[config.mk]
export PLATFORM = sky130hd
export DESIGN_NAME = wts_bus_master
export DESIGN_NICKNAME = d
export VERILOG_FILES = /design/src/rtl/wts_bus_master.sv
export SDC_FILE = /design/constraint.sdc
export NUM_CORES = 1
export LEC_CHECK = 0
export CAP_MARGIN = 20
export CORE_ASPECT_RATIO = 1.4
export CORE_MARGIN = 4
export CORE_UTILIZATION = 45
export CTS_BUF_LIST = sky130_fd_sc_hd__clkbuf_8
export CTS_CLUSTER_SIZE = 12
export DETAILED_ROUTE_END_ITERATION = 7
export GPL_ROUTABILITY_DRIVEN = 0
export PLACE_DENSITY = 0.86
export SLEW_MARGIN = 20
export SYNTH_ARGS = -nofsm -noshare
export SYNTH_HDL_FRONTEND = slang
export SYNTH_SLANG_ARGS = --single-unit
[constraint.sdc]
create_clock -name clk -period 1.95 [get_ports clk]
set_input_delay 0.39 -clock clk [delete_from_list [all_inputs] [get_ports clk]]
set_output_delay 0.39 -clock clk [all_outputs]
set_load 0.01 [all_outputs]
[src/rtl/wts_bus_master.sv]
// Register-port initiator for the wave table sound core: queues write/read commands and
// replays them with fixed SETUP/STROBE/WAIT/HOLD/GAP timing. Define WTS_BUS_MASTER_FIFO_EN
// for a 4-entry command FIFO; otherwise a single skid register holds the pending command.
module wts_bus_master #(
  parameter int unsigned RD_LATENCY = 2,
  parameter int unsigned GAP_CYCLES = 1
) (
  input  logic        clk,
  input  logic        nreset,
  input  logic        cmd_valid,
  output logic        cmd_ready,
  input  logic        cmd_write,
  input  logic [14:0] cmd_addr,
  input  logic [7:0]  cmd_wdata,
  output logic        rsp_valid,
  output logic [7:0]  rsp_rdata,
  output logic        busy,
  output logic        wrreq,
  output logic        rdreq,
  output logic        wr_active,
  output logic        rd_active,
  output logic [14:0] a,
  output logic [7:0]  d,
  input  logic [7:0]  q
);

  typedef enum logic [2:0] {IDLE, SETUP, STROBE, WAIT, HOLD, GAP} state_e;

  typedef struct packed {
    logic        write;
    logic [14:0] addr;
    logic [7:0]  wdata;
  } cmd_t;

  state_e      state_q, state_d;
  logic [2:0]  cnt_q, cnt_d;
  logic        write_q;
  logic [14:0] a_q;
  logic [7:0]  d_q;
  logic [7:0]  rdata_q;
  logic        busy_q;
  logic        run_q;
  logic        pop, push, store_empty, rsp_fire, in_window;
  cmd_t        cmd_in, head;

  assign cmd_in = {cmd_write, cmd_addr, cmd_wdata};

`ifdef WTS_BUS_MASTER_FIFO_EN
  cmd_t       fifo_q [4];
  logic [1:0] rd_ptr_q, wr_ptr_q;
  logic [2:0] count_q;

  assign store_empty = (count_q == 3'd0);
  assign head        = fifo_q[rd_ptr_q];
  assign cmd_ready   = run_q & (count_q != 3'd4);
  assign push        = cmd_valid & cmd_ready;

  always_ff @(posedge clk or negedge nreset) begin
    if (!nreset) begin
      for (int unsigned i = 0; i < 4; i++) fifo_q[i] <= '0;
      rd_ptr_q <= '0;
      wr_ptr_q <= '0;
      count_q  <= '0;
    end else begin
      if (push) begin
        fifo_q[wr_ptr_q] <= cmd_in;
        wr_ptr_q         <= wr_ptr_q + 2'd1;
      end
      if (pop) rd_ptr_q <= rd_ptr_q + 2'd1;
      if (push && !pop)      count_q <= count_q + 3'd1;
      else if (!push && pop) count_q <= count_q - 3'd1;
    end
  end
`else
  cmd_t skid_q;
  logic skid_valid_q;

  assign store_empty = ~skid_valid_q;
  assign head        = skid_q;
  assign cmd_ready   = run_q & (~skid_valid_q | pop);
  assign push        = cmd_valid & cmd_ready;

  always_ff @(posedge clk or negedge nreset) begin
    if (!nreset) begin
      skid_q       <= '0;
      skid_valid_q <= 1'b0;
    end else begin
      if (push) skid_q <= cmd_in;
      skid_valid_q <= push | (skid_valid_q & ~pop);
    end
  end
`endif

  always_comb begin
    state_d  = state_q;
    cnt_d    = cnt_q;
    pop      = 1'b0;
    rsp_fire = 1'b0;
    unique case (state_q)
      IDLE:   state_d = IDLE;
      SETUP:  state_d = STROBE;
      STROBE: begin
        if (write_q) begin
          state_d = HOLD;
        end else begin
          state_d = WAIT;
          cnt_d   = 3'(RD_LATENCY - 1);
        end
      end
      WAIT: begin
        if (cnt_q == 3'd0) begin
          rsp_fire = 1'b1;
          state_d  = HOLD;
        end else begin
          cnt_d = cnt_q - 3'd1;
        end
      end
      HOLD: begin
        if (GAP_CYCLES == 0) begin
          state_d = IDLE;
        end else begin
          state_d = GAP;
          cnt_d   = 3'(GAP_CYCLES - 1);
        end
      end
      GAP: begin
        if (cnt_q == 3'd0) state_d = IDLE;
        else               cnt_d = cnt_q - 3'd1;
      end
      default: state_d = IDLE;
    endcase
    // Any cycle that would land in IDLE launches the next command instead, so
    // back-to-back transactions cost no extra idle cycle.
    if (state_d == IDLE && !store_empty) begin
      pop     = 1'b1;
      state_d = SETUP;
    end
  end

  always_ff @(posedge clk or negedge nreset) begin
    if (!nreset) begin
      state_q <= IDLE;
      cnt_q   <= '0;
      write_q <= 1'b0;
      a_q     <= '0;
      d_q     <= '0;
      rdata_q <= '0;
      busy_q  <= 1'b0;
      run_q   <= 1'b0;
    end else begin
      state_q <= state_d;
      cnt_q   <= cnt_d;
      run_q   <= 1'b1;
      busy_q  <= (state_q != IDLE) | ~store_empty;
      if (pop) begin
        write_q <= head.write;
        a_q     <= head.addr;
        d_q     <= head.write ? head.wdata : '0;
      end
      if (rsp_fire) rdata_q <= q;
    end
  end

  assign in_window = (state_q == SETUP) || (state_q == STROBE) ||
                     (state_q == WAIT)  || (state_q == HOLD);
  assign wr_active = in_window & write_q;
  assign rd_active = in_window & ~write_q;
  assign wrreq     = (state_q == STROBE) & write_q;
  assign rdreq     = (state_q == STROBE) & ~write_q;
  assign a         = a_q;
  assign d         = d_q;
  assign busy      = busy_q;
  // Read data is presented in the expiry cycle itself and then held.
  assign rsp_valid = rsp_fire;
  assign rsp_rdata = rsp_fire ? q : rdata_q;

endmodule

## After elaboration in Yosys (flattened, before gate mapping)

Cells that the tools add are included.

| cells by class | value |
|---|---|
| $add $sub $neg | 1 |
| equality and inequality tests | 7 |
| mux-type cells | 13 |
| bitwise gates (word level) | 13 |
| reductions and logical operators | 10 |

Operators by type and width:

| cell | number |
|---|---|
| two-way mux 3 bit | 6 |
| two-way mux 8 bit | 2 |
| case mux 3 bit (5 select lines) | 1 |
| case mux 3 bit (3 select lines) | 1 |
| AND 1 bit | 7 |
| equality test 3 x 2 -> 1 bit, second input constant | 2 |
| equality test 3 bit, second input constant | 2 |
| logical NOT 3 bit | 2 |
| nonzero test 3 bit | 2 |
| != test 2 bit, second input constant | 2 |
| equality test 3 x 1 -> 1 bit, second input constant | 1 |
| logical OR 1 bit | 3 |
| two-way mux 1 bit | 3 |
| inverter 1 bit | 3 |
| OR 1 bit | 3 |
| AND reduction 3 bit | 1 |
| subtractor 3 x 1 -> 3 bit, second input constant | 1 |
| OR reduction 2 bit | 1 |
| logical AND 1 bit | 1 |

| storage, ports and cells | value |
|---|---|
| logic and storage cells | 56 |
| bits of input ports | 35 |
| output and inout port bits | 38 |
| register bits | 65 |

## Depth between registers and ports, before layout

Gate-level depths: netlist of the first run.

| logic depth | value |
|---|---|
| depth after elaboration | 10 |
| depth in mapped cells | 7 |
| mapped depth without buffers | 6 |

## Worst setup path before layout of the first run

No wires, ideal clock.

| timing | value |
|---|---|
| kind | register to output |
| from | register cnt_q[0] |
| to | output port rsp_rdata[0] |
| data arrival time | 1.660 ns |
| cell stages (with the launch flop) | 6 |
| buffers on the path | 0 |
| required time | 1.560 ns |
| path slack | -0.100 ns |
| cell sequence | dfrtp_1 > inv_1 > ha_1 > nand3b_1 > nor2_2 > mux2_1 |

| between the ends | value |
|---|---|
| cells in the longest elaborated chain, start to end | 4 |

RTL lines:

| what | RTL line | RTL |
|---|---|---|
| start, declared | 36 | `logic [2:0] cnt_q, cnt_d;` |
| start signal, assigned | 152 | `cnt_q <= cnt_d;` |
| logical NOT 3 bit | 111 | `if (cnt_q == 3'd0) begin` |
| two-way mux 1 bit | 111 |  |
| two-way mux 1 bit | 99 | `unique case (state_q)` |
| net rsp_valid | 15 | `output logic rsp_valid,` |
| two-way mux 8 bit | n/a |  |
| end, declared | 16 | `output logic [7:0] rsp_rdata,` |

The timed path passes the listed nets, and every way through them passes these cells.

## Final worst setup path of the first run

| timing | value |
|---|---|
| from | register cnt_q[1] |
| to | output port rsp_rdata[1] |

| between the ends | value |
|---|---|
| cells in the longest elaborated chain, start to end | 4 |

RTL lines:

| what | RTL line |
|---|---|
| logical NOT 3 bit | 111 |
| two-way mux 1 bit | 111 |
| two-way mux 1 bit | 99 |
| two-way mux 8 bit | n/a |

Every way passes these cells.

==> reports/results.txt, run 1 <==
Fin. max-slew vios: 0
Worst Skew: 0.00751 ns
Critical R2R Capture: head[17]
Core area: 0.00590 mm^2
Area Growth Syn to Fin: 60.9%
Cts bufs inserted: 9
Cells after synthesis: 207
Max Freq: 0.421 GHz
Synth Register Bits: 65
Post-Syn Area: 0.00277 mm^2
Avg Inst Size Synth: 13.4 um^2
Worst Path Required: 1.56 ns
First-pass GRT wire length: 11,900 um
R2R depth: 8
Asr flop ratio synth: 100%
Post-synth EDFFs: 0
Largest net degree at the start of global routing: 52
Initial drt markers: 100
Die H: 101 um
Row cnt: 33
CP dominant cell by count: buf_6
Pwr dens: 1780 mW/mm^2
GRT overflow: 0
Buffers on Ports: 72
Ant. Diodes: 0
Nets@finish: 367
Final Hold Vio Count: 0
R2r startpoint: cnt_q[1]
Initial Utilization: 46.9%
Vias: 2,136
R2r setup slk: -0.33 ns
Routed vias/inst: 5.27
Post-DRT Antenna Nets: 0
Total design power: 7930 uW
H-tree level count: 3
CTS tree: done
Vias in the first global route: 2,310
Max_cap viols: 0
HPWL after DPL: 4290 um
Period utilization: 122%
Static Leak: 0.00213 uW
CTS sink count: 65
Top cells by count, synth: 65 x dfrtp_1, 28 x mux2_1, 26 x nand2_1
IO Count: 73
Synth warnings: 0
Arr. time, crit path: 1.98 ns
# fillers: 345
Ranking of synthesized cells by area: dfrtp_1 59%, mux2_1 11%, mux2_4 11%
Worst hold path type: register to register
Final Setup Violations: 57
Violated checks: negative setup slack
Post-Syn Nets: 244
Hold Path End: d[4]
DRC viols: 0
Design area: 0.00446 mm^2
Critical Path End Type: output port
Slowest cell on the critical path: dfrtp_1
Worst-path clk slew: 0.07 ns
Peak VDD IR: 1.01 mV
Hold Path Origin: d[4]
Overall global routing resource usage: 21.7%
CP max stage delay: 0.41 ns
Initial antenna violation count: 0
RSZ-0062 raised after global routing: true
CTS Root Cell: clkbuf_8
Avg WL per Cell: 19.3 um
Startpoint types: register
Final Critical Period: 2.37 ns
Area leader, netlist: dfrtp_1
Area of placed instances: 0.00371 mm^2
Worst Slack Setup Final: -0.424 ns
Sequential fraction of the synthesis area: 58.7%
Cell variety after synth: 37
Later-pin clock latency in the skew report: 0.32 ns
Status: finished with violations
Critical path's top delay family: simple AND/OR/NAND/NOR gates
DIE AREA: 0.00749 mm^2
Peak fanout along the critical path: 4
Clock buffer depth: 2
Detailed Routing Iterations Pass 1: 7
Commonest register cell after synthesis: dfrtp_1
Critical path type: register to output port
Proportion of layout cells with a drive suffix above 1: 43.0%
Synth top area share: 58.7%
Buf+Inv Stages, Crit Path: 3
Count leader, synth: dfrtp_1
Worst Hold Depth: 2
Cells along the critical path: inv_2 > ha_4 > nand3b_1 > nor2_4 > buf_6 > mux2_4 > buf_6
WL final: 7820 um
Die X: 74.3 um
==> state kept, by name, indices dropped and copies added (netlist names) <==
name          flops
d                 8
write_q           1
skid_valid_q      1
cnt_q             3
run_q             1
head             24
a                15
state_q           3
busy              1
rdata_q           8
==> metrics by stage <==
step | hold WS, ns | std cells | TNS, ns | worst slack [ns] | utilization (%)
finish | 0.482 | 405 | -15.63 | -0.424 | 75.5
global route | 0.514 | 405 | -19.33 | -0.509 | 75.5
CTS | 0.495 | 400 | -11.10 | -0.397 | 74.5
detailed placement | 0.322 | 359 | -3.51 | -0.358 | 62.8
global placement | 0.312 | 359 | -2.39 | -0.286 | 62.8
floorplan | 0.0944 | 207 | -0.0902 | -0.00377 | -
==> layout by cell type, fill, tap and decap left out, drive strengths merged, types with 2 or more instances in the layout <==
master	synthesis	routed
dfrtp	65	65
buf	9	58
clkdlybuf4s50	0	57
mux2	48	48
nand2	26	26
clkbuf	1	15
nor2	9	10
o21ai	10	10
a21oi	4	4
inv	4	4
clkinv	0	4
nand2b	3	3
o22ai	3	3
nor2b	3	3
nand3	2	2
and2	2	2
a22o	2	2
ha	2	2
==> how the worst max path moves through the flow <==
stage | startpoint | to | slack (ns) | cells after the start
final | cnt_q[1] | rsp_rdata[1] | -0.42 | 7
after global routing | cnt_q[1] | rsp_rdata[1] | -0.51 | 7
after CTS | cnt_q[1] | rsp_rdata[7] | -0.40 | 7
after detailed placement | cnt_q[1] | rsp_rdata[7] | -0.36 | 6
after global placement | cnt_q[0] | rsp_rdata[2] | -0.29 | 6
after floorplan | cnt_q[0] | head[10] | -0.004 | 7
==> layer usage <==
| metal | global-route usage [%] | part of all wire, % | vias to the layer above |
|---|---|---|---|
| met3 | 4.79 | 5.1 | 28 |
| met1 | 26.6 | 38 | 1063 |
| met4 | 8.90 | 3.9 | 0 |
| met5 | 0 | 0 | - |
| met2 | 36.5 | 53 | 84 |
| li1 | - | - | 961 |
==> report_power, final <==
part / switching [uW] / leakage [uW] / internal, uW
clock: 502 / 0.000109 / 656
sequential: 442 / 0.000778 / 2000
combinational: 1700 / 0.00124 / 2630
==> layout make-up <==
cell class / instances / area [um^2] / area share, %
Tap cell: 70 / 87.6 / 1.97
Timing Repair Buffer: 121 / 1290 / 28.9
Clock inverter: 5 / 53.8 / 1.21
Inverter: 4 / 15.0 / 0.337
Clock buffer: 11 / 151 / 3.40
Sequential cell: 65 / 1630 / 36.5
Multi-Input combinational cell: 129 / 1230 / 27.7
==> timing repair <==
item                                    CTS  global route
gates resized for setup                 104            25
endpoints found under the hold margin    14             0
gates cloned                              6             1
endpoints found under the setup margin   52            62
setup buffers                            20             8
pin swaps                                 9             6
hold buffers                              1             0
==> worst reg2reg max path, cell delays in order (launching register included) <==
cell and delay (ns):
dfrtp_1 0.41, inv_2 0.10, ha_4 0.14, nand3b_1 0.22, buf_4 0.23, a311o_2 0.46
buf_12 0.17, buf_12 0.14, mux2_4 0.31
==> cell families after synthesis <==
| logic type | synth area share (%) |
|---|---|
| flops | 58.7 |
| compound gates | 5.87 |
| buf+inv | 3.03 |
| fa+ha+maj | 0.904 |
| other cells | 0.135 |
| xor+xnor | 0.316 |
| mux | 22.2 |
| simple gates | 8.77 |
Note: power is estimated with default switching activity, not from simulation.
==> run 2, diff against run 1 <==
--- a/config.mk
+++ b/config.mk
@@ -13,6 +13,7 @@
 export CTS_CLUSTER_SIZE = 12
 export DETAILED_ROUTE_END_ITERATION = 7
 export GPL_ROUTABILITY_DRIVEN = 0
+export HOLD_SLACK_MARGIN = 0.08
 export PLACE_DENSITY = 0.86
 export SLEW_MARGIN = 20
 export SYNTH_ARGS = -nofsm -noshare
==> results of run 2 <==
Same layout as run 1: the final DEF is identical, and so are final timing and power.
==> run 3, diff against run 2 <==
--- a/config.mk
+++ b/config.mk
@@ -10,6 +10,7 @@
 export CORE_MARGIN = 4
 export CORE_UTILIZATION = 45
 export CTS_BUF_LIST = sky130_fd_sc_hd__clkbuf_8
+export CTS_CLUSTER_DIAMETER = 50
 export CTS_CLUSTER_SIZE = 12
 export DETAILED_ROUTE_END_ITERATION = 7
 export GPL_ROUTABILITY_DRIVEN = 0
==> results of run 3 <==
Same layout as run 1: the final DEF is identical, and so are final timing and power.
